`src/rtl/mux_rr_arbiter_if.sv`:
```
// Bundle of the two requester streams, the shared output channel and the
// arbiter status. The arbiter connects through the slave modport; the
// surrounding producers/consumer connect through the master modport.
interface mux_rr_arbiter_if #(
    parameter int DATA_W = 8
);
    logic              a_valid;
    logic [DATA_W-1:0] a_data;
    logic              a_last;
    logic              a_ready;

    logic              b_valid;
    logic [DATA_W-1:0] b_data;
    logic              b_last;
    logic              b_ready;

    logic              out_valid;
    logic [DATA_W-1:0] out_data;
    logic              out_ready;

    logic              sel;
    logic              busy;

    modport master (
        output a_valid, a_data, a_last,
        input  a_ready,
        output b_valid, b_data, b_last,
        input  b_ready,
        input  out_valid, out_data,
        output out_ready,
        input  sel, busy
    );

    modport slave (
        input  a_valid, a_data, a_last,
        output a_ready,
        input  b_valid, b_data, b_last,
        output b_ready,
        output out_valid, out_data,
        input  out_ready,
        output sel, busy
    );
endinterface

```
`src/rtl/mux_rr_arbiter.sv`:
```
// Two-requester round-robin arbiter driving a 2-to-1 stream mux.
// A grant lasts until a beat with last=1 or MAX_BURST beats have moved,
// then one IDLE cycle follows and the tie-break priority flips to the
// side that was not just served.
module mux_rr_arbiter #(
    parameter int DATA_W    = 8,
    parameter int MAX_BURST = 4
) (
    input logic             clk,
    input logic             rst_n,
    mux_rr_arbiter_if.slave bus
);
    typedef enum logic [1:0] {
        IDLE  = 2'd0,
        GNT_A = 2'd1,
        GNT_B = 2'd2
    } state_t;

    // Counter value of the beat that hits the burst limit.
    localparam logic [3:0] LAST_CNT = 4'(MAX_BURST - 1);

    state_t            state;
    logic [3:0]        cnt;
    logic              prio;
    logic              sel_q;
    logic              busy_q;

    logic              out_valid_c;
    logic [DATA_W-1:0] mux_data;
    logic              a_ready_c;
    logic              b_ready_c;
    logic              cur_last;
    logic              xfer;
    logic              rel;

    // Output mux and readies: combinational from the registered grant plus live inputs.
    always_comb begin
        out_valid_c = 1'b0;
        mux_data    = '0;
        a_ready_c   = 1'b0;
        b_ready_c   = 1'b0;
        cur_last    = 1'b0;
        case (state)
            GNT_A: begin
                out_valid_c = bus.a_valid;
                mux_data    = bus.a_data;
                a_ready_c   = bus.out_ready;
                cur_last    = bus.a_last;
            end
            GNT_B: begin
                out_valid_c = bus.b_valid;
                mux_data    = bus.b_data;
                b_ready_c   = bus.out_ready;
                cur_last    = bus.b_last;
            end
            default: begin
            end
        endcase
        xfer = out_valid_c & bus.out_ready;
        rel  = xfer & (cur_last | (cnt == LAST_CNT));
    end

    assign bus.out_valid = out_valid_c;
    assign bus.out_data  = mux_data;
    assign bus.a_ready   = a_ready_c;
    assign bus.b_ready   = b_ready_c;
    assign bus.sel       = sel_q;
    assign bus.busy      = busy_q;

    // Grant FSM: picks a side from IDLE, counts beats, releases and rotates priority.
    always_ff @(posedge clk) begin
        if (!rst_n) begin
            state  <= IDLE;
            cnt    <= 4'd0;
            prio   <= 1'b0;
            sel_q  <= 1'b0;
            busy_q <= 1'b0;
        end else begin
            case (state)
                IDLE: begin
                    if (bus.a_valid && (!bus.b_valid || !prio)) begin
                        state  <= GNT_A;
                        sel_q  <= 1'b0;
                        busy_q <= 1'b1;
                    end else if (bus.b_valid) begin
                        state  <= GNT_B;
                        sel_q  <= 1'b1;
                        busy_q <= 1'b1;
                    end
                end
                GNT_A, GNT_B: begin
                    if (rel) begin
                        state  <= IDLE;
                        cnt    <= 4'd0;
                        sel_q  <= 1'b0;
                        busy_q <= 1'b0;
                        prio   <= (state == GNT_A);
                    end else if (xfer) begin
                        cnt <= cnt + 4'd1;
                    end
                end
                default: begin
                    state  <= IDLE;
                    cnt    <= 4'd0;
                    sel_q  <= 1'b0;
                    busy_q <= 1'b0;
                end
            endcase
        end
    end
endmodule

```
`src/flat_wrapper.sv`:
```
// flat-port wrapper written by rule: the top's interface ports become plain ports
module mux_rr_arbiter_flat 
#(
    parameter int DATA_W    = 8,
    parameter int MAX_BURST = 4
)
  (clk, rst_n, bus_a_valid, bus_a_data, bus_a_last, bus_a_ready, bus_b_valid, bus_b_data, bus_b_last, bus_b_ready, bus_out_valid, bus_out_data, bus_out_ready, bus_sel, bus_busy);
  mux_rr_arbiter_if #(.DATA_W(DATA_W)) bus_i ();
  input logic clk;
  input logic rst_n;
  input wire logic [$bits(bus_i.a_valid)-1:0] bus_a_valid;
  input wire logic [$bits(bus_i.a_data)-1:0] bus_a_data;
  input wire logic [$bits(bus_i.a_last)-1:0] bus_a_last;
  output wire logic [$bits(bus_i.a_ready)-1:0] bus_a_ready;
  input wire logic [$bits(bus_i.b_valid)-1:0] bus_b_valid;
  input wire logic [$bits(bus_i.b_data)-1:0] bus_b_data;
  input wire logic [$bits(bus_i.b_last)-1:0] bus_b_last;
  output wire logic [$bits(bus_i.b_ready)-1:0] bus_b_ready;
  output wire logic [$bits(bus_i.out_valid)-1:0] bus_out_valid;
  output wire logic [$bits(bus_i.out_data)-1:0] bus_out_data;
  input wire logic [$bits(bus_i.out_ready)-1:0] bus_out_ready;
  output wire logic [$bits(bus_i.sel)-1:0] bus_sel;
  output wire logic [$bits(bus_i.busy)-1:0] bus_busy;
  assign bus_i.a_valid = bus_a_valid;
  assign bus_i.a_data = bus_a_data;
  assign bus_i.a_last = bus_a_last;
  assign bus_a_ready = bus_i.a_ready;
  assign bus_i.b_valid = bus_b_valid;
  assign bus_i.b_data = bus_b_data;
  assign bus_i.b_last = bus_b_last;
  assign bus_b_ready = bus_i.b_ready;
  assign bus_out_valid = bus_i.out_valid;
  assign bus_out_data = bus_i.out_data;
  assign bus_i.out_ready = bus_out_ready;
  assign bus_sel = bus_i.sel;
  assign bus_busy = bus_i.busy;
  mux_rr_arbiter #(.DATA_W(DATA_W), .MAX_BURST(MAX_BURST)) u_core (.clk(clk), .rst_n(rst_n), .bus(bus_i));
endmodule
```
`config.mk`:
```
export PLATFORM = sky130hd
export DESIGN_NAME = mux_rr_arbiter_flat
export DESIGN_NICKNAME = d
export VERILOG_FILES = /design/src/rtl/mux_rr_arbiter_if.sv /design/src/rtl/mux_rr_arbiter.sv /design/src/flat_wrapper.sv
export SDC_FILE = /design/constraint.sdc
export NUM_CORES = 1
export LEC_CHECK = 0
export ABC_AREA = 0
export CAP_MARGIN = 20
export CORE_MARGIN = 1
export CORE_UTILIZATION = 36
export CTS_BUF_LIST = sky130_fd_sc_hd__clkbuf_4 sky130_fd_sc_hd__clkbuf_8
export DETAILED_ROUTE_END_ITERATION = 10
export GPL_TIMING_DRIVEN = 0
export HOLD_SLACK_MARGIN = 0.06
export PLACE_DENSITY = 0.82
export SYNTH_ARGS = -nofsm -noshare
export SYNTH_HDL_FRONTEND = slang
export SYNTH_SLANG_ARGS = --single-unit
```
`constraint.sdc`:
```
create_clock -name clk -period 1.74 [get_ports clk]
set_clock_uncertainty 0.15 [all_clocks]
set_input_delay 0.435 -clock clk [delete_from_list [all_inputs] [get_ports clk]]
set_output_delay 0.435 -clock clk [all_outputs]
set_load 0.05 [all_outputs]
```
==> results.json <==
{
  "clock-sinks": 8,
  "syn_inst": 78,
  "cap_violations": 0,
  "setup_viol": 17,
  "r2r_slack_ns": -0.13,
  "reg2reg_from": "u_core.state[0]$_SDFFE_PN0P_",
  "vias_per_cell": 5.81,
  "cts_tree": "yes",
  "drt_pass1_iterations": 4,
  "synth.avg_cell_area_um2": 8.63,
  "cp_max_fo": 3,
  "crit_family": "buffers and inverters",
  "routed_wl_mm": 3.15,
  "path_buf_inv": 4,
  "coreArea_um2": 1750,
  "hpwl_mm": 1.52,
  "wire_per_inst_um": 20.5,
  "min_period_ns": 2.12,
  "fin_crit_sh": 1.22,
  "synth_nets": 105,
  "end_kind": "output port",
  "path_depth": 7,
  "crit_chain": "inv_4 -> ha_4 -> buf_8 -> buf_12 -> a22oi_2 -> nor2b_4 -> buf_6",
  "startpoint": "u_core.state[0]$_SDFFE_PN0P_",
  "multi_input_area_um2": 684,
  "cp-endpoint": "bus_out_data[6]",
  "cts_buffer_depth": 2,
  "synth_top_area_frac": 0.238,
  "peakVddDrop_v": 0.00117,
  "setup_slack_ns": -0.379,
  "ys_seq_elements": 8,
  "holdWs_ns": 0.365,
  "antenna_cells": 0,
  "startpoint_type": "flip-flop",
  "cp.arrival_ns": 1.53,
  "grt_pass1_vias": 881,
  "hold_viol_final": 0,
  "num_io_pins": 36,
  "max_stage_delay_ns": 0.37,
  "rr_worst_depth": 8,
  "outcome": "finished with violations",
  "regArea_um2": 168,
  "die-area_um2": 2050,
  "drcViolationCount": 0,
  "fmax_mhz": 472,
  "antenna_found_initial": 0,
  "area_growth_pct": 124,
  "clock_latency_ns": 0.27,
  "die_x_um": 45.2,
  "crit_type": "flip-flop to output port",
  "final_util": 0.862,
  "grt_max_degree": 11,
  "synth_cell_types": 31,
  "slew_violations": 0,
  "port_buffers": 35,
  "initial_core_util": 0.386,
  "cts_made_buffers": 3,
  "rsz0062_at_grt": "true",
  "drive_above_1_share": 0.543,
  "num_rows": 15,
  "chipHeight_um": 45.2,
  "clk_pin_slew_ns": 0.06,
  "grt_overflow": 0,
  "min_path_type": "flip-flop to flip-flop",
  "cpMaxStageDelayCell": "dfxtp_4",
  "yosys-top-cells-area": "dfxtp_1 24%, a22oi_1 8.9%, nor2b_1 8.4%",
  "mappedNetlistArea_um2": 673,
  "grt_pass1_wl_mm": 4.10,
  "place_congestion": 0.734,
  "r2r_end": "u_core.state[0]$_SDFFE_PN0P_",
  "tightest_slew_ns": 0.485,
  "fillers": 83,
  "htree_levels": 1,
  "nets": 157,
  "postRouteAntennaNets": 0,
  "cts-root-buf": "clkbuf_4",
  "slew_headroom": 0.678,
  "powerDensity_nw_per_um2": 1340,
  "grt_use_total": 0.285,
  "total_leakage_power_nw": 0.566,
  "critical_path_required_ns": 1.15,
  "yosys_warnings": 0,
  "drtIter0Drc": 30,
  "violations": "negative setup slack",
  "dpl_worst_slack_ns": -0.957,
  "route.vias.total": 894,
  "ys_seq_area_frac": 0.238,
  "yosys.area.top_type": "dfxtp_1"
}
==> repair_timing <==
item                                    CTS  global route
buffers inserted                          9             3
gates resized for setup                 107            24
endpoints found under the setup margin   20            19
hold buffers                              0             0
cloned                                    1             0
pin swaps                                 6            14
==> cell type report <==
| type | instances | share of cell area |
|---|---|---|
| multi-input cells | 62 | 0.455 |
| plain buffers | 4 | 0.0391 |
| repair buffers | 48 | 0.343 |
| flip-flops and latches | 8 | 0.111 |
| inverters | 3 | 0.0108 |
| well taps | 25 | 0.0208 |
| clock buffers | 4 | 0.0200 |
==> state kept, by name, indices dropped and copies added, names as in the netlist <==
name             cells
u_core.bus.busy      1
u_core.prio          1
u_core.state         1
u_core.bus.sel       1
u_core.cnt           4
==> cell usage after synthesis <==
library cell and number:
a21boi_0 2, a21boi_2 1, a21o_1 1, a21oi_1 2, a22o_1 1, a22o_4 1, a22oi_1 8, a31oi_1 3
and2_1 4, and3_1 1, buf_4 1, clkbuf_1 4, dfxtp_1 8, ha_1 4, inv_1 3, mux2i_1 1
nand2_1 2, nand3_1 3, nand3b_1 2, nand4_1 2, nand4b_1 2, nor2_1 3, nor2b_1 9, nor3_2 1
nor3b_4 1, o2111ai_1 1, o211ai_1 1, o211ai_4 1, o21ai_0 2, o21ai_1 1, o221a_1 2
==> cell families after synthesis <==
group / count (synthesis) / synth area share
buffers and inverters: 8 / 0.0502
and+or+nand+nor: 30 / 0.290
adders and majority gates: 4 / 0.0744
muxes: 1 / 0.0149
AOI/OAI and AO/OA: 27 / 0.333
DFF: 8 / 0.238
==> per-stage QoR <==
step / instances / area, um2 / total power, mW / TNS (ns)
floorplan: 78 / 778 / 1.05 / -1.72
global route: 154 / 1510 / 2.09 / -4.88
finish: 154 / 1510 / 2.02 / -4.17
detailed placement: 138 / 1160 / 1.32 / -10.93
global placement: 138 / 1160 / 1.30 / -10.48
CTS: 151 / 1390 / 1.79 / -3.63
==> routing by layer <==
layer,vias to the layer above,routed length (um),global-route usage
li1,405,-,-
met1,430,1240,0.328
met2,48,1560,0.493
met3,11,260,0.0760
met4,0,93,0.121
met5,-,0,0
==> worst min-delay path by stage <==
stage	to	cells past startpoint	slack, ns	from
final	u_core.cnt[1]$_SDFFE_PN0P_	2	0.37	u_core.cnt[1]$_SDFFE_PN0P_
after detailed placement	u_core.prio$_SDFFE_PN0P_	2	0.34	u_core.prio$_SDFFE_PN0P_
after global routing	u_core.cnt[1]$_SDFFE_PN0P_	2	0.39	u_core.cnt[1]$_SDFFE_PN0P_
after CTS	u_core.prio$_SDFFE_PN0P_	2	0.36	u_core.prio$_SDFFE_PN0P_
after global placement	u_core.prio$_SDFFE_PN0P_	2	0.33	u_core.prio$_SDFFE_PN0P_
after floorplan	u_core.prio$_SDFFE_PN0P_	2	0.31	u_core.prio$_SDFFE_PN0P_
==> placed cells by master (no fill, tap or decap), types with 2 or more instances in the layout <==
| cell type | n |
|---|---|
| a22o_4 | 2 |
| nand2_1 | 2 |
| buf_12 | 2 |
| clkbuf_4 | 4 |
| nor2b_4 | 8 |
| nand3_1 | 2 |
| o21ai_0 | 2 |
| buf_6 | 10 |
| nand4_1 | 2 |
| nor2_1 | 3 |
| nand3b_1 | 2 |
| ha_4 | 3 |
| dlygate4sd2_1 | 4 |
| buf_8 | 7 |
| a22oi_2 | 8 |
| inv_4 | 2 |
| nand4b_1 | 2 |
| dfxtp_1 | 6 |
| o221a_1 | 2 |
| clkdlybuf4s50_1 | 19 |
| and2_4 | 4 |
| buf_4 | 7 |
| dfxtp_4 | 2 |
| a31oi_1 | 3 |
==> tightest hold or removal path, cell delays in order, from the launching register on <==
cell	delay (ns)
dfxtp_1	0.32
o211ai_1	0.09
nand2_1	0.06
==> power breakdown <==
| part | switching (mW) | total, mW | internal [mW] |
|---|---|---|---|
| Combinational | 0.798 | 1.59 | 0.794 |
| Sequential | 0.0332 | 0.253 | 0.220 |
| Clock | 0.0748 | 0.179 | 0.104 |
| Total | 0.906 | 2.02 | 1.12 |
No activity file was read; power rests on OpenSTA's default activity.
